--- config.mk ---
export PLATFORM = sky130hd
export DESIGN_NAME = morse_key_sequencer
export DESIGN_NICKNAME = d
export VERILOG_FILES = /design/src/rtl/morse_pkg.sv /design/src/rtl/morse_debounce.sv /design/src/rtl/morse_key_sequencer.sv
export SDC_FILE = /design/constraint.sdc
export NUM_CORES = 1
export LEC_CHECK = 0
export ABC_CLOCK_PERIOD_IN_PS = 2400
export BUFFER_PORTS_ARGS = -buffer_cell sky130_fd_sc_hd__buf_4
export CAP_MARGIN = 20
export CORE_MARGIN = 2
export CORE_UTILIZATION = 30
export DETAILED_ROUTE_END_ITERATION = 10
export PLACE_DENSITY_LB_ADDON = 0.3
export SLEW_MARGIN = 20
export SYNTH_ARGS = -nofsm -noshare
export SYNTH_HDL_FRONTEND = slang
export SYNTH_SLANG_ARGS = --single-unit
--- constraint.sdc ---
create_clock -name clk -period 2.4 [get_ports clk]
set_input_delay 0.24 -clock clk [delete_from_list [all_inputs] [get_ports clk]]
set_output_delay 0.24 -clock clk [all_outputs]
set_load 0.03 [all_outputs]
--- src/rtl/morse_pkg.sv ---
// Shared morse definitions: key sequencer FSM states, symbol limits, pulse bundle.
package morse_pkg;

  localparam int MORSE_MAX_SYMBOLS = 5;
  localparam int MORSE_SYM_W       = 3;

  typedef enum logic [1:0] {
    ST_IDLE     = 2'd0,
    ST_PRESS    = 2'd1,
    ST_GAP      = 2'd2,
    ST_WAIT_REL = 2'd3
  } morse_state_e;

  typedef struct packed {
    logic dot;
    logic dash;
    logic enter;
    logic back;
  } morse_pulse_t;

endpackage

--- src/rtl/morse_debounce.sv ---
// Two-flop synchronizer plus stable-sample debouncer for the raw straight key.
module morse_debounce #(
  parameter logic [15:0] DEBOUNCE_CYCLES = 16'd50000
) (
  input  logic clk,
  input  logic rst_n,
  input  logic key_in,
  output logic key_clean
);

  logic [1:0]  sync;
  logic [15:0] cnt;

  // cnt counts consecutive synchronized samples that disagree with key_clean
  always_ff @(posedge clk) begin
    if (!rst_n) begin
      sync      <= '0;
      cnt       <= '0;
      key_clean <= 1'b0;
    end else begin
      sync <= {sync[0], key_in};
      if (sync[1] == key_clean) begin
        cnt <= '0;
      end else if (cnt >= DEBOUNCE_CYCLES - 16'd1) begin
        key_clean <= sync[1];
        cnt       <= '0;
      end else begin
        cnt <= cnt + 16'd1;
      end
    end
  end

endmodule

--- src/rtl/morse_key_sequencer.sv ---
// Straight-key to dot/dash/enter/back strobe sequencer for morse_encoder.
// Optional MORSE_AUTO_ENTER_EN: enter fires right after the fifth symbol.
module morse_key_sequencer
  import morse_pkg::*;
#(
  parameter int                CNT_W            = 24,
  parameter logic [15:0]       DEBOUNCE_CYCLES  = 16'd50000,
  parameter logic [CNT_W-1:0]  DOT_MAX_CYCLES   = 24'd2500000,
  parameter logic [CNT_W-1:0]  BACK_HOLD_CYCLES = 24'd15000000,
  parameter logic [CNT_W-1:0]  CHAR_GAP_CYCLES  = 24'd5000000
) (
  input  logic                   clk,
  input  logic                   rst_n,
  input  logic                   key_in,
  output logic                   dot_pulse,
  output logic                   dash_pulse,
  output logic                   enter_pulse,
  output logic                   back_pulse,
  output logic [MORSE_SYM_W-1:0] sym_count,
  output logic                   key_clean
);

  localparam logic [CNT_W-1:0]       CNT_MAX = '1;
  localparam logic [MORSE_SYM_W-1:0] SYM_MAX = MORSE_SYM_W'(MORSE_MAX_SYMBOLS);

  morse_state_e           state, state_nxt;
  logic [CNT_W-1:0]       press_cnt, press_nxt, press_inc;
  logic [CNT_W-1:0]       gap_cnt, gap_nxt, gap_inc;
  logic [MORSE_SYM_W-1:0] sym_nxt;
  morse_pulse_t           pulse, pulse_nxt;

  morse_debounce #(.DEBOUNCE_CYCLES(DEBOUNCE_CYCLES)) u_debounce (
    .clk      (clk),
    .rst_n    (rst_n),
    .key_in   (key_in),
    .key_clean(key_clean)
  );

  always_ff @(posedge clk) begin
    if (!rst_n) begin
      state     <= ST_IDLE;
      press_cnt <= '0;
      gap_cnt   <= '0;
      sym_count <= '0;
      pulse     <= '0;
    end else begin
      state     <= state_nxt;
      press_cnt <= press_nxt;
      gap_cnt   <= gap_nxt;
      sym_count <= sym_nxt;
      pulse     <= pulse_nxt;
    end
  end

  always_comb begin
    state_nxt = state;
    press_nxt = press_cnt;
    gap_nxt   = gap_cnt;
    sym_nxt   = sym_count;
    pulse_nxt = '0;
    press_inc = (press_cnt == CNT_MAX) ? press_cnt : press_cnt + 1'b1;
    gap_inc   = (gap_cnt == CNT_MAX) ? gap_cnt : gap_cnt + 1'b1;

    case (state)
      ST_IDLE: begin
        if (key_clean) begin
          state_nxt = ST_PRESS;
          press_nxt = '0;
        end
      end
      ST_PRESS: begin
        if (!key_clean) begin
          // a press beyond the symbol limit is still consumed, just not emitted
          if (sym_count < SYM_MAX) begin
            pulse_nxt.dot  = (press_cnt < DOT_MAX_CYCLES);
            pulse_nxt.dash = !(press_cnt < DOT_MAX_CYCLES);
            sym_nxt        = sym_count + 1'b1;
          end
          state_nxt = ST_GAP;
          gap_nxt   = '0;
        end else begin
          press_nxt = press_inc;
          if (press_inc >= BACK_HOLD_CYCLES) begin
            pulse_nxt.back = 1'b1;
            sym_nxt        = '0;
            state_nxt      = ST_WAIT_REL;
          end
        end
      end
      ST_GAP: begin
`ifdef MORSE_AUTO_ENTER_EN
        if (sym_count == SYM_MAX) begin
          pulse_nxt.enter = 1'b1;
          sym_nxt         = '0;
          state_nxt       = ST_IDLE;
        end else
`endif
        if (key_clean) begin
          state_nxt = ST_PRESS;
          press_nxt = '0;
          gap_nxt   = '0;
        end else begin
          gap_nxt = gap_inc;
          if (gap_inc >= CHAR_GAP_CYCLES) begin
            pulse_nxt.enter = 1'b1;
            sym_nxt         = '0;
            state_nxt       = ST_IDLE;
          end
        end
      end
      ST_WAIT_REL: begin
        if (!key_clean) state_nxt = ST_IDLE;
      end
      default: state_nxt = ST_IDLE;
    endcase
  end

  assign dot_pulse   = pulse.dot;
  assign dash_pulse  = pulse.dash;
  assign enter_pulse = pulse.enter;
  assign back_pulse  = pulse.back;

endmodule

After elaboration in Yosys (flattened, before gate mapping)
Cells that the tools add are included.
W data, S select, Z words.
{"block": "word_totals", "ff_bits": 76, "input_bits": 3, "word_cells": 78}
{"block": "classes", "n_addsub": 4, "order_cmp": 5, "eq_ne": 16, "muxes": 23, "bitwise": 5, "reduce_logical": 14}
{"cell": "$mux W24", "count": 6}
{"cell": "$pmux W24 S2", "count": 2}
{"cell": "$add A24 B1 Y24 const B", "count": 2}
{"cell": "$eq A24 B24 Y1 const B", "count": 2}
{"cell": "$ge A24 B23 Y1 const B", "count": 1}
{"cell": "$ge A24 B24 Y1 const B", "count": 1}
{"cell": "$lt A24 B22 Y1 const B", "count": 1}
{"cell": "$add A16 B1 Y16 const B", "count": 1}
{"cell": "$ge A16 B16 Y1 const B", "count": 1}
{"cell": "$mux W3", "count": 5}
{"cell": "$mux W2", "count": 6}
{"cell": "$ne A2 B2 Y1 const B", "count": 4}
{"cell": "$pmux W2 S4", "count": 1}
{"cell": "$ne A2 B1 Y1 const B", "count": 3}
{"cell": "$ne A3 B2 Y1 const B", "count": 2}
{"cell": "$pmux W3 S2", "count": 1}
{"cell": "$reduce_and A3 Y1", "count": 2}
{"cell": "$reduce_or A3 Y1", "count": 2}
{"cell": "$not A1 Y1", "count": 5}
{"cell": "$reduce_and A5 Y1", "count": 1}
{"cell": "$eq A2 B2 Y1 const B", "count": 2}
{"cell": "$reduce_and A2 Y1", "count": 2}
{"cell": "$reduce_and A4 Y1", "count": 1}
{"cell": "$reduce_bool A2 Y1", "count": 2}
{"cell": "other kinds (10)", "count": 11}

Longest topological paths before layout
Gate-level depths: netlist (run 1).
{"block": "logic_depth", "ltp_word": 6, "depth_mapped": 11}

By module
From an unflattened synthesis (run 1), not the netlist that was laid out.
{"block": "unflattened", "cells_unflattened": 623, "hier_area_um2": 4748.3}
{"mod": "morse_key_sequencer", "instances": 1, "cells_each": 531, "area_each_um2": 3915.0, "seq_area_each_um2": 1141.1}
{"mod": "morse_debounce", "instances": 1, "cells_each": 92, "area_each_um2": 833.3, "seq_area_each_um2": 380.4}

Worst setup path before layout (run 1)
Ideal clock, no wire load.
{"block": "synth_timing", "path_type": "register to register", "start": "register press_cnt[0]", "end": "register sym_count[0]", "setup_time_ns": 0.092, "arrival_ns": 2.581, "required_ns": 2.308, "setup_slack_ns": -0.273, "stages_incl_launch_ff": 12, "n_path_buf": 1, "period_less_slack_ns": 2.673, "cell_sequence": "dfxtp_1 ha_1 and2_1 clkbuf_1 nand2_2 a2111o_1 or3_1 a221o_1 nand3_1 a22o_1 o21ai_2 o32ai_1"}
{"block": "synth_via", "elab_chain_len": 5}
{"element": "from (decl)", "line_no": "morse_key_sequencer.sv:27", "text": "logic [CNT_W-1:0] press_cnt, press_nxt, press_inc;"}
{"element": "from (signal assigned)", "line_no": "morse_key_sequencer.sv:48", "text": "press_cnt <= press_nxt;"}
{"element": "$add A24 B1 Y24 or $eq A24 B24 Y1 (tied branches)", "line_no": "morse_key_sequencer.sv:61", "text": "press_inc = (press_cnt == CNT_MAX) ? press_cnt : press_cnt + 1'b1;"}
{"element": "$mux W24 *", "line_no": "morse_key_sequencer.sv:61"}
{"element": "$ge A24 B24 Y1 *", "line_no": "morse_key_sequencer.sv:83", "text": "if (press_inc >= BACK_HOLD_CYCLES) begin"}
{"element": "$ne A3 B3 Y1 (no line) *"}
{"element": "$reduce_and A5 Y1 (no line) *"}
{"element": "to (signal assigned)", "line_no": "morse_key_sequencer.sv:50", "text": "sym_count <= sym_nxt;"}
{"element": "to (decl)", "line_no": "morse_key_sequencer.sv:19", "text": "output logic [MORSE_SYM_W-1:0] sym_count,"}
Mark *: on every way between the ends. The rest lies on a longest branch, timed or not.
A chain may end at the register's enable or synchronous reset.

Final worst setup path (run 1)
{"block": "layout_timing", "start": "register press_cnt[6]", "end": "register sym_count[0]"}
The elaborated chain is that of the path after synthesis.

==> results.env, run 1 <==
HOLD_PATH_STARTPOINT='key_in'
DRIVE_ABOVE_1_SHARE_PCT=28.9
PLACEMENT.IO_BUFFERS=10
SYNTH.TOP_CELLS.BY_COUNT='sky130_fd_sc_hd__dfxtp_1, sky130_fd_sc_hd__nor2_1, sky130_fd_sc_hd__nand2_1'
PLACED_CELL_AREA_SQ_UM=5630
GRT_ANTENNA_BEFORE_REPAIR=0
WL_PER_CELL_UM=14.8
PLACE.GP.CONGESTION=0.881
RSZ0062_AT_GRT='yes'
CTS.HTREE.LEVELS=3
YS_FF_LATCH=76
FIN_CRIT_NS=2.55
SYNTH_ASYNC_SR_FLOP_SHARE_PCT=0
SWITCHING_SHARE_PCT=22.7
YOSYS-TOP-CELLS-AREA='sky130_fd_sc_hd__dfxtp_1, sky130_fd_sc_hd__nor2_1, sky130_fd_sc_hd__nand2_1'
POSTROUTEWIRELENGTH_UM=13400
SYNTH.AVG_CELL_AREA_SQ_UM=7.49
WORSTPATHBUFFERINVERTERCOUNT=0
TIMING.CRITICAL_PATH.MAX_DELAY_FAMILY='compound AO/OA/AOI/OAI gates'
START_UTIL_PCT=30.3
POSTSYNTHCELLCOUNT=609
FINAL_DESIGN_AREA_NO_FILL_SQ_UM=6160
TIMING.FINAL.HOLD_VIOLATIONS=0
MAPPEDNETLISTAREA_SQ_UM=4560
POST-SYNTH-TOP-COUNT-CELL='sky130_fd_sc_hd__dfxtp_1'
CRIT_REQUIRED_NS=2.62
FILLCELLCOUNT=1467
CRITPATHKIND='reg2reg'
VIOLATIONS_IN_THE_FINAL_REPORTS='negative setup slack'
HPWL_UM=9380
COMBPWRFRAC_PCT=2.2
STD_CELL_ROWS=45
SYNTH_TOP_AREA_SHARE_PCT=33.4
WORST_PIN_SLEW_NS=0.729
WORST_EP_ARRIVAL_TIME_NS=2.77
DIE_HEIGHT_UM=127
TIMING.SLEW.HEADROOM_PCT=51.2
NUM_IO_PINS=11
WORSTHOLDPATHCELLS=2
VIAS=4900
POSTSYNTHNETCOUNT=616
WIDTH_OF_THE_CHIP_UM=127
DR.PASS1.ITERS=5
DIE-AREA_SQ_UM=16200
WORST-R2R-CELL-COUNT=9
INSTANCES_NO_FILL=904
SEQ_AREA_FRAC_SYNTH_PCT=33.4
TIMING.RR.START='press_cnt[6]'
SETUP.REG_TO_REG.WORST_SLACK_NS=-0.15
GLOBAL_ROUTE_WIRE_LENGTH_BEFORE_REPAIR_UM=22100
NUMBER_OF_GLOBAL_ROUTE_VIAS_BEFORE_REPAIR=4605
GRT-OVFL-TOTAL=0
VDD.IR_DROP.WORST_mV=0.288
CLOCKBUFFERDEPTH=2
CRITICAL_PATH_STARTPOINT_CATEGORY='flop'
FIN_CRIT_SH_PCT=106
FINCLKSKEW_NS=0.00696
YOSYS.CELL_TYPES.COUNT=69
AREA_OF_THE_MULTI_INPUT_GATES_SQ_UM=3080
WORSTPATHCELLLIST='nand4_4, or3_4, or4_4, a21oi_4, mux2i_1, o32a_1, a22o_4, o21ai_4, o32ai_2'
CLOCK_TREE_ROOT_BUFFER_CELL='sky130_fd_sc_hd__clkbuf_16'
CTS.SINKS=76
SYNTH_EDF_COUNT=0
FINALSETUPVIOLATIONS=5
FINAL.SETUP.WORST_SLACK_NS=-0.145
POWER_DENSITY_nW_PER_UM2=428
RUN_STATUS='finished with violations'
HOLD_END='u_debounce.sync[0]'
CORE-AREA_SQ_UM=15000
DRC=0
FINAL.SETUP.TNS_NS=-0.644
AREA.SEQUENTIAL_SQ_UM=1560
WORSTREG2REGEND='sym_count[0]'
ANTENNA_CELLS_INSERTED=0
WORSTSETUPENDPOINTTYPE='flop'
AREA_GROWTH_FROM_SYNTHESIS_TO_LAYOUT_PCT=35.1
PLACEDCELLCOUNT=883
CLK_PIN_SLEW_NS=0.06
SYNTH_FLOP_TYPE='sky130_fd_sc_hd__dfxtp_1'
CTS-BUFFERS-INSERTED=9
NET_COUNT_FINAL=718
WORST_HOLD_PATH_TYPE='in2reg'
CRITPATHMAXSTAGEDELAY_NS=0.51
ACHIEVABLE-FREQUENCY_MHz=393
ANTENNA_LEFT=0
GRT_START_MAX_NET_PINS=31
GR-USAGE-ALL-LAYERS_PCT=16.5
POST_DRT_VIA_CELL_RATIO=5.42
POWER_LEAKAGE_uW=0.00231
MAXCAPVIOLATIONS=0
P_INT_uW=2040
POWER_SWITCHING_uW=598
DRT_ITER0_DRC=375
SHARE_CLK_OF_TOTAL_POWER_PCT=49.9
CPMAXSTAGEDELAYCELL='sky130_fd_sc_hd__or4_4'
SYNTH_WARNINGS=0
FINAL_MAX_SLEW_VIOL_COUNT=0
SYNTH_LARGEST_AREA_CELL='sky130_fd_sc_hd__dfxtp_1'
CLK-INSERTION-DELAY-LATE_NS=0.34
HOLD_WS_NS=0.109
TRITONCTS_CLOCK_TREE='done'
SEQUENTIAL_SHARE_OF_POWER_PCT=48.0
TIMING.CRITICAL_PATH.FANOUT_MAX=4
-- metrics by stage --
step	setup WS (ns)	total power, uW	utilization (%)
2_1_floorplan	-0.0704	1330	-
3_3_place_gp	-0.174	1350	37.5
3_5_place_dp	-0.246	1350	37.5
4_1_cts	-0.154	2660	40.0
5_1_grt	-0.281	2730	41.0
6_report	-0.145	2640	41.0
-- routing by layer --
metal / up-vias / global-route usage [%] / wire [um]
li1: 2434 / - / -
met1: 2315 / 22.4 / 6490
met2: 133 / 26.5 / 6110
met3: 18 / 2.51 / 556
met4: 0 / 6.21 / 244
met5: - / 0 / 0
-- worst reg2reg max path, cell delays in order (launching register included) --
cell and delay (ns):
sky130_fd_sc_hd__dfxtp_4 0.37, sky130_fd_sc_hd__nand4_4 0.12, sky130_fd_sc_hd__or3_4 0.34, sky130_fd_sc_hd__or4_4 0.51
sky130_fd_sc_hd__a21oi_4 0.14, sky130_fd_sc_hd__mux2i_1 0.09, sky130_fd_sc_hd__o32a_1 0.34, sky130_fd_sc_hd__a22o_4 0.25
sky130_fd_sc_hd__o21ai_4 0.17, sky130_fd_sc_hd__o32ai_2 0.11
-- cell usage in the layout (no fill, tap or decap), types with 7 or more instances in the layout --
cell and instances:
sky130_fd_sc_hd__dfxtp_2 15, sky130_fd_sc_hd__and2_1 7, sky130_fd_sc_hd__nor2_1 73, sky130_fd_sc_hd__xor2_1 16, sky130_fd_sc_hd__xnor2_1 13, sky130_fd_sc_hd__a211oi_1 7
sky130_fd_sc_hd__nand4_1 20, sky130_fd_sc_hd__o31ai_1 8, sky130_fd_sc_hd__nand2_1 67, sky130_fd_sc_hd__buf_4 129, sky130_fd_sc_hd__and3_1 13, sky130_fd_sc_hd__inv_1 7
sky130_fd_sc_hd__nor3_1 18, sky130_fd_sc_hd__o21ai_0 50, sky130_fd_sc_hd__a21oi_1 41, sky130_fd_sc_hd__dfxtp_1 55, sky130_fd_sc_hd__nand3_1 24, sky130_fd_sc_hd__nand2b_1 8
sky130_fd_sc_hd__a31oi_1 10, sky130_fd_sc_hd__clkbuf_16 10
-- registers in the layout, summed over array words and instances (netlist names) --
| register | cells |
|---|---|
| u_debounce.cnt | 16 |
| back_pulse | 1 |
| sym_count | 3 |
| state | 2 |
| dash_pulse | 1 |
| u_debounce.sync | 2 |
| press_cnt | 24 |
| enter_pulse | 1 |
| u_debounce.key_clean | 1 |
| gap_cnt | 24 |
| dot_pulse | 1 |
-- power by group through the flow --
stage	clock (uW)	sequential, uW	combinational, uW
6_report	1320	1260	56.7
5_1_grt	1400	1260	62.4
4_1_cts	1340	1260	54.2
3_5_place_dp	0	1300	53.9
3_3_place_gp	0	1300	53.5
2_1_floorplan	0	1300	28.4
-- cells by family after synthesis --
kind of cell	count (synthesis)	synth area share (%)
DFF	76	33.4
AOI/OAI and AO/OA	165	22.8
adders and majority gates	4	1.10
and+or+nand+nor	283	31.8
xor gates and xnor gates	29	5.57
buffers and inverters	46	4.03
muxes	6	1.34
-- final cells by class --
type	instances	share of cell area [%]
Multi-Input combinational cell	487	50.0
Sequential cell	76	25.4
Timing Repair Buffer	129	15.7
Clock buffer	10	4.06
Tap cell	188	3.82
Clock inverter	6	0.609
Inverter	8	0.487
-- worst max-delay path by stage --
| stage | slack [ns] | from | end | cells after the start |
|---|---|---|---|---|
| 5_1_grt | -0.28 | gap_cnt[1] | sym_count[2] | 11 |
| 6_report | -0.15 | press_cnt[6] | sym_count[0] | 9 |
| 4_1_cts | -0.15 | press_cnt[1] | sym_count[0] | 9 |
| 2_1_floorplan | -0.07 | press_cnt[6] | sym_count[0] | 9 |
| 3_3_place_gp | -0.17 | press_cnt[12] | sym_count[0] | 9 |
| 3_5_place_dp | -0.25 | press_cnt[7] | sym_count[0] | 9 |
-- repair_timing --
action,in CTS,in global routing
pin swaps,8,16
setup endpoints to repair,6,7
buffers inserted,3,3
cloned,0,0
resized for setup,20,27
hold buffers,0,0
(Power assumes the default switching activity.)
==> run 2: changes to the inputs <==
Settings changed: CORE_MARGIN 2 to unset.
==> run 2 against run 1 <==
Against the previous run:
- the run still ends with negative setup slack left
- total power is 11% higher
- global-route usage rose by 0.96 points
- hold slack better by 0.0044 ns
- wire length rose by 0.44%
- die area fell by 3.1%
- worst setup slack better by 0.015 ns
- critical path depth stayed put
- combinational power grew 2%
- utilization rose by 2.4 points
- critical path type unchanged
- non-clock buffer count up 9
- maximum frequency increased by 0.61%
- highest routed layer unchanged
==> results.env, run 2 (synthesis gave the netlist of run 1 again) <==
SEQUENTIAL_SHARE_OF_POWER_PCT=43.4
GR_PEAK_LAYER='met2'
TIMING.CRITICAL_PATH.FANOUT_MAX=4
PLACED_CELL_AREA_SQ_UM=5620
CP-STARTPOINT='press_cnt[5]'
DIE-AREA_SQ_UM=15700
GRT_START_MAX_NET_PINS=31
FINALSETUPVIOLATIONS=4
LAST_ELEMENT_OF_THE_CRITICAL_PATH='sym_count[0]'
CLOCKBUFFERDEPTH=2
DRIVE_ABOVE_1_SHARE_PCT=31.3
DR.PASS1.ITERS=5
POSTROUTEWIRELENGTH_UM=13500
LAYOUT_COMMON_CELLS='sky130_fd_sc_hd__buf_4, sky130_fd_sc_hd__nor2_1, sky130_fd_sc_hd__nand2_1'
PLACEMENT.IO_BUFFERS=10
GRT-OVFL-TOTAL=0
WORSTPATHCELLLIST='nand4_4, or3_4, or4_4, a21oi_4, mux2i_1, o32a_1, a22o_4, o21ai_4, o32ai_2'
POWER_DENSITY_nW_PER_UM2=457
GRT_USE_MET2_PCT=28.0
FIN_CRIT_NS=2.53
FINAL_DESIGN_AREA_NO_FILL_SQ_UM=6370
GLOBAL_ROUTE_WIRE_LENGTH_BEFORE_REPAIR_UM=22300
CLK-INSERTION-DELAY-LATE_NS=0.34
ACHIEVABLE-FREQUENCY_MHz=395
GRT_ANTENNA_BEFORE_REPAIR=0
GROUTE.LAYER.MET1.USAGE_PCT=23.4
TIMING.RR.START='press_cnt[5]'
TIMING.SLEW.HEADROOM_PCT=56.0
ANTENNA_LEFT=0
SHARE_CLK_OF_TOTAL_POWER_PCT=54.7
FIN_CRIT_SH_PCT=105
POWER_SWITCHING_uW=566
DIE_HEIGHT_UM=125
AREA_GROWTH_FROM_SYNTHESIS_TO_LAYOUT_PCT=39.7
POST_DRT_VIA_CELL_RATIO=5.39
GR-USAGE-ALL-LAYERS_PCT=17.5
WORST_PIN_SLEW_NS=0.658
CRIT_REQUIRED_NS=2.62
COMBPWRFRAC_PCT=2.0
SETUP.REG_TO_REG.WORST_SLACK_NS=-0.13
DRC=0
FINAL_MAX_SLEW_VIOL_COUNT=0
P_INT_uW=2350
CPMAXSTAGEDELAYCELL='sky130_fd_sc_hd__or4_4'
ANTENNA_CELLS_INSERTED=0
CRIT_CELLS=9
RUN_STATUS='finished with violations'
DRT_ITER0_DRC=335
WORST_HOLD_PATH_TYPE='in2reg'
NET_COUNT_FINAL=727
NUM_IO_PINS=11
RSZ0062_AT_GRT='yes'
PLACE.GP.CONGESTION=0.882
FINAL.SETUP.TNS_NS=-0.461
VIOLATIONS_IN_THE_FINAL_REPORTS='negative setup slack'
WORSTSETUPENDPOINTTYPE='flop'
FINCLKSKEW_NS=0.00435
WORSTREG2REGEND='sym_count[0]'
CTS.SINKS=76
TRITONCTS_CLOCK_TREE='done'
WORST_EP_ARRIVAL_TIME_NS=2.75
WIDTH_OF_THE_CHIP_UM=125
HPWL_UM=9480
LAYOUT_COMMONEST_CELL='sky130_fd_sc_hd__buf_4'
CRITPATHMAXSTAGEDELAY_NS=0.44
USE_MET3_PCT=2.44
CTS-BUFFERS-INSERTED=9
CRITICAL_PATH_STARTPOINT_CATEGORY='flop'
CTS.HTREE.LEVELS=3
CRITPATHKIND='reg2reg'
START_UTIL_PCT=31.0
CLK_PIN_SLEW_NS=0.06
STD_CELL_ROWS=44
WL_PER_CELL_UM=14.8
WORST-R2R-CELL-COUNT=9
WORSTPATHBUFFERINVERTERCOUNT=0
VDD.IR_DROP.WORST_mV=0.304
LARGESTREGISTERS='gap_cnt: 24 flops, press_cnt: 24 flops, u_debounce.cnt: 16 flops'
NUMBER_OF_GLOBAL_ROUTE_VIAS_BEFORE_REPAIR=4654
FINAL.SETUP.WORST_SLACK_NS=-0.130
TIMING.CRITICAL_PATH.MAX_DELAY_FAMILY='compound AO/OA/AOI/OAI gates'
CLOCK_TREE_ROOT_BUFFER_CELL='sky130_fd_sc_hd__clkbuf_16'
VIAS=4903
POWER_LEAKAGE_uW=0.00238
MAXCAPVIOLATIONS=0
SWITCHING_SHARE_PCT=19.4
CORE-AREA_SQ_UM=14700
TIMING.FINAL.HOLD_VIOLATIONS=0
==> run 2: changes by cell type in the layout (fill, tap and decap cells not counted), sizes merged <==
cell    change
buf         +9
clkinv      -5
bufinv      +3
clkbuf      +2
==> run 2: final cells by class <==
class	count	area, sq um
Fill cell	1413	8330
Clock inverter	4	95.1
Sequential cell	76	1570
Inverter	8	30.0
Timing Repair Buffer	138	1040
Clock buffer	12	256
Tap cell	184	230
Multi-Input combinational cell	487	3150
==> run 2: what timing repair did <==
action,in CTS,in global routing
resized for setup,30,37
pin swaps,9,28
cloned,0,0
hold buffers,0,0
buffers inserted,11,5
endpoints found under the setup margin,6,7
==> run 2: power groups by stage <==
stage | Clock, uW | Sequential, uW | Combinational, uW
final | 1590 | 1260 | 57.6
after CTS | 1640 | 1270 | 57.3
after floorplan | 0 | 1300 | 28.4
after global routing | 1690 | 1260 | 62.7
after global placement | 0 | 1300 | 53.6
after detailed placement | 0 | 1300 | 54.6
==> run 2: metrics by stage <==
step / setup WS, ns / utilization [%] / total power, uW / hold slack (ns) / cells
2_1_floorplan: -0.0704 / - / 1330 / 0.367 / 609
3_3_place_gp: -0.233 / 38.2 / 1350 / 0.425 / 878
3_5_place_dp: -0.282 / 38.2 / 1350 / 0.442 / 878
4_1_cts: -0.124 / 41.9 / 2970 / 0.100 / 905
5_1_grt: -0.284 / 43.4 / 3020 / 0.108 / 909
6_report: -0.130 / 43.4 / 2910 / 0.113 / 909
==> run 2: worst min path at each step <==
stage	startpoint	endpoint	slack, ns	depth (start not counted)
finish	key_in	u_debounce.sync[0]	0.11	2
floorplan	key_in	u_debounce.sync[0]	0.37	1
global placement	u_debounce.cnt[0]	u_debounce.cnt[0]	0.42	1
global route	key_in	u_debounce.sync[0]	0.11	2
CTS	key_in	u_debounce.sync[0]	0.10	2
detailed placement	u_debounce.cnt[0]	u_debounce.cnt[0]	0.44	1
==> run 2: metal layers <==
| metal | vias to the layer above | wire (um) |
|---|---|---|
| met4 | 0 | 290 |
| met1 | 2332 | 6510 |
| met5 | - | 0 |
| li1 | 2458 | - |
| met2 | 94 | 6230 |
| met3 | 19 | 430 |
==> run 3: changes to the inputs <==
Settings changed: SYNTH_HIERARCHICAL set to 1.
==> run 3 against run 2 <==
Against the previous run:
- the run still ends with negative setup slack left
- global-route usage up 0.29 points
- utilization shrank 0.93 points
- wire length rose by 3.9%
- non-clock buffer count grew 4
- hold slack worse by 0.0030 ns
- combinational power is 7.8% lower
- largest cell class unchanged
- largest power group unchanged
==> results.env, run 3 <==
WORSTPATHCELLLIST='nand3_4, or4_4, a211o_4, xor2_1, a21boi_2, a2111oi_4, nor2_2, o31ai_2'
CRITICAL_PATH_STARTPOINT_CATEGORY='flop'
MAXCAPVIOLATIONS=0
FINAL.SETUP.WORST_SLACK_NS=-0.207
CTS.HTREE.LEVELS=3
PLACEMENT.IO_BUFFERS=10
FINCLKSKEW_NS=0.0105
TIMING.CRITICAL_PATH.MAX_DELAY_FAMILY='compound AO/OA/AOI/OAI gates'
DR.PASS1.ITERS=5
POST_DRT_VIA_CELL_RATIO=5.29
MAIN_COMBINATIONAL_CELL_FAMILY_BY_AREA_AFTER_SYNTHESIS='simple AND/OR/NAND/NOR gates'
FIN_TOTAL_PWR_uW=2750
GLOBAL_ROUTE_WIRE_LENGTH_BEFORE_REPAIR_UM=23500
POWER_DENSITY_nW_PER_UM2=423
SEQ_AREA_FRAC_SYNTH_PCT=32.0
CORE-AREA_SQ_UM=15300
GRT_START_MAX_NET_PINS=27
CRIT_CELLS=8
WORSTPATHBUFFERINVERTERCOUNT=0
YOSYS.CELL_TYPES.COUNT=74
SYNTH_SIMPLE_GATE_AREA_SHARE_PCT=32.7
SYNTH_ASYNC_SR_FLOP_SHARE_PCT=0
YS_FF_LATCH=76
NUM_IO_PINS=11
RUN_STATUS='finished with violations'
CLOCK_TREE_ROOT_BUFFER_CELL='sky130_fd_sc_hd__clkbuf_16'
GRT-OVFL-TOTAL=0
CLK-INSERTION-DELAY-LATE_NS=0.35
SYNTH_FLOP_TYPE='sky130_fd_sc_hd__dfxtp_1'
SYNTH_MUX_AREA_SHARE_PCT=1.05
ANTENNA_LEFT=0
FINAL_MAX_SLEW_VIOL_COUNT=0
VDD.IR_DROP.WORST_mV=0.330
WORST_PIN_SLEW_NS=0.398
RSZ0062_AT_GRT='yes'
NUMBER_OF_GLOBAL_ROUTE_VIAS_BEFORE_REPAIR=4998
TIMING.FINAL.HOLD_VIOLATIONS=0
GR-USAGE-ALL-LAYERS_PCT=17.8
SYNTH_WARNINGS=6
VIOLATIONS_IN_THE_FINAL_REPORTS='negative setup slack'
WIDTH_OF_THE_CHIP_UM=128
VIAS=5061
GRT_ANTENNA_BEFORE_REPAIR=0
POST-SYNTH-TOP-COUNT-CELL='sky130_fd_sc_hd__nor2_1'
DIE_HEIGHT_UM=128
LAYOUT_COMMON_CELLS='sky130_fd_sc_hd__buf_4, sky130_fd_sc_hd__nor2_1, sky130_fd_sc_hd__nand2_1'
SYNTH-ADDER-AREA-SHARE_PCT=1.05
WORSTHOLDPATHCELLS=2
LAYOUT_COMMONEST_CELL='sky130_fd_sc_hd__buf_4'
STD_CELL_ROWS=45
FINALSETUPVIOLATIONS=4
FIN_CRIT_SH_PCT=109
ANTENNA_CELLS_INSERTED=0
POWER_SWITCHING_uW=651
WORSTSETUPENDPOINTTYPE='flop'
ACHIEVABLE-FREQUENCY_MHz=384
CLOCKBUFFERDEPTH=2
POWER_LEAKAGE_uW=0.00233
SYNTH.TOP_CELLS.BY_COUNT='sky130_fd_sc_hd__nor2_1, sky130_fd_sc_hd__dfxtp_1, sky130_fd_sc_hd__nand2_1'
CLK_PIN_SLEW_NS=0.07
LARGESTREGISTERS='gap_cnt: 24 flops, press_cnt: 24 flops, u_debounce/cnt: 16 flops'
WL_PER_CELL_UM=14.6
NET_COUNT_FINAL=748
POSTSYNTHCELLCOUNT=623
AREA_GROWTH_FROM_SYNTHESIS_TO_LAYOUT_PCT=36.9
AREA_SHARE_OF_XOR_XNOR_CELLS_IN_THE_SYNTHESIZED_DESIGN_PCT=4.61
DRIVE_ABOVE_1_SHARE_PCT=30.3
SWITCHING_SHARE_PCT=23.7
WORST-R2R-CELL-COUNT=8
HPWL_UM=10200
YOSYS-TOP-CELLS-AREA='sky130_fd_sc_hd__dfxtp_1, sky130_fd_sc_hd__nor2_1, sky130_fd_sc_hd__nand2_1'
CTS_HOLD_REPAIR.BUFFERS=0
POSTROUTEWIRELENGTH_UM=14000
PRE_CTS_WS_NS=-0.175
SEQUENTIAL_SHARE_OF_POWER_PCT=45.9
CPMAXSTAGEDELAYCELL='sky130_fd_sc_hd__or4_4'
MAPPEDNETLISTAREA_SQ_UM=4750
TRITONCTS_CLOCK_TREE='done'
CRIT_REQUIRED_NS=2.66
FIN_UTIL_PCT=42.4
P_INT_uW=2100
WORST_HOLD_PATH_TYPE='in2reg'
DIE-AREA_SQ_UM=16300
TIMING.CRITICAL_PATH.FANOUT_MAX=4
SHARE_CLK_OF_TOTAL_POWER_PCT=52.1
FIN_CRIT_NS=2.61
POSTSYNTHNETCOUNT=630
CTS-BUFFERS-INSERTED=9
SYNTH_TOP_AREA_SHARE_PCT=32.0
DRT_ITER0_DRC=352
PLACE.GP.CONGESTION=0.912
WORST_EP_ARRIVAL_TIME_NS=2.87
CRITPATHKIND='reg2reg'
CRITPATHMAXSTAGEDELAY_NS=0.60
COMBPWRFRAC_PCT=1.9
START_UTIL_PCT=31.0
CTS.SINKS=76
SYNTH.AVG_CELL_AREA_SQ_UM=7.62
DRC=0
AREA_FRACTION_IN_COMPOUND_GATES_AFTER_SYNTHESIS_PCT=23.9
TIMING.SLEW.HEADROOM_PCT=73.2
SYNTH_LARGEST_AREA_CELL='sky130_fd_sc_hd__dfxtp_1'
SYNTH_EDF_COUNT=0
-- run 3: cell families after synthesis --
family | Yosys count
compound gates | 163
flops | 76
buf+inv | 49
fa+ha+maj | 4
mux | 5
simple gates | 301
xor+xnor | 25
-- run 3: worst paths after layout --
| path | to | slack, ns | from |
|---|---|---|---|
| setup reg to reg | sym_count[1] | -0.21 | press_cnt[1] |
| setup / recovery | sym_count[1] | -0.21 | press_cnt[1] |
| hold / removal | u_debounce/sync[0] | 0.11 | key_in |
| hold reg to reg | u_debounce/sync[1] | 0.44 | u_debounce/sync[0] |
-- run 3: timing repair --
| action | in CTS | in global routing |
|---|---|---|
| setup endpoints to repair | 6 | 7 |
| cloned | 0 | 0 |
| pin swaps | 9 | 17 |
| resized for setup | 9 | 28 |
| setup buffers | 5 | 7 |
-- run 3: stage by stage --
stage | TNS (ns) | std cells | hold slack, ns | area [sq um]
2_1_floorplan | -0.0274 | 623 | 0.362 | 4900
3_3_place_gp | -0.420 | 929 | 0.431 | 5950
3_5_place_dp | -0.683 | 929 | 0.427 | 5950
4_1_cts | -0.390 | 950 | 0.100 | 6340
5_1_grt | -1.37 | 957 | 0.0985 | 6500
6_report | -0.736 | 957 | 0.110 | 6500
-- run 3: power by group through the flow --
stage	Combinational [uW]	Sequential [uW]	Clock, uW
floorplan	29.0	1300	0
global placement	51.0	1300	0
detailed placement	53.2	1300	0
CTS	53.4	1270	1470
global route	58.4	1260	1520
finish	53.1	1260	1440
-- run 3: final cells by class --
class	instances	area, sq um
sequential	76	1550
multi-input combinational	498	3240
clock inverter	7	81.3
clock buffer	9	225
timing repair buffer	142	1080
inverter	14	52.6
tap	211	264
fill	1555	8820
-- run 3: routing by layer --
| layer | vias to the layer above | track usage, % | part of all wire [%] | wire [um] |
|---|---|---|---|---|
| met5 | - | 0 | 0 | 0 |
| met4 | 0 | 5.67 | 2.0 | 278 |
| met3 | 26 | 4.22 | 4.5 | 623 |
| met2 | 105 | 30.8 | 49 | 6830 |
| met1 | 2396 | 21.6 | 45 | 6250 |
| li1 | 2534 | - | - | - |
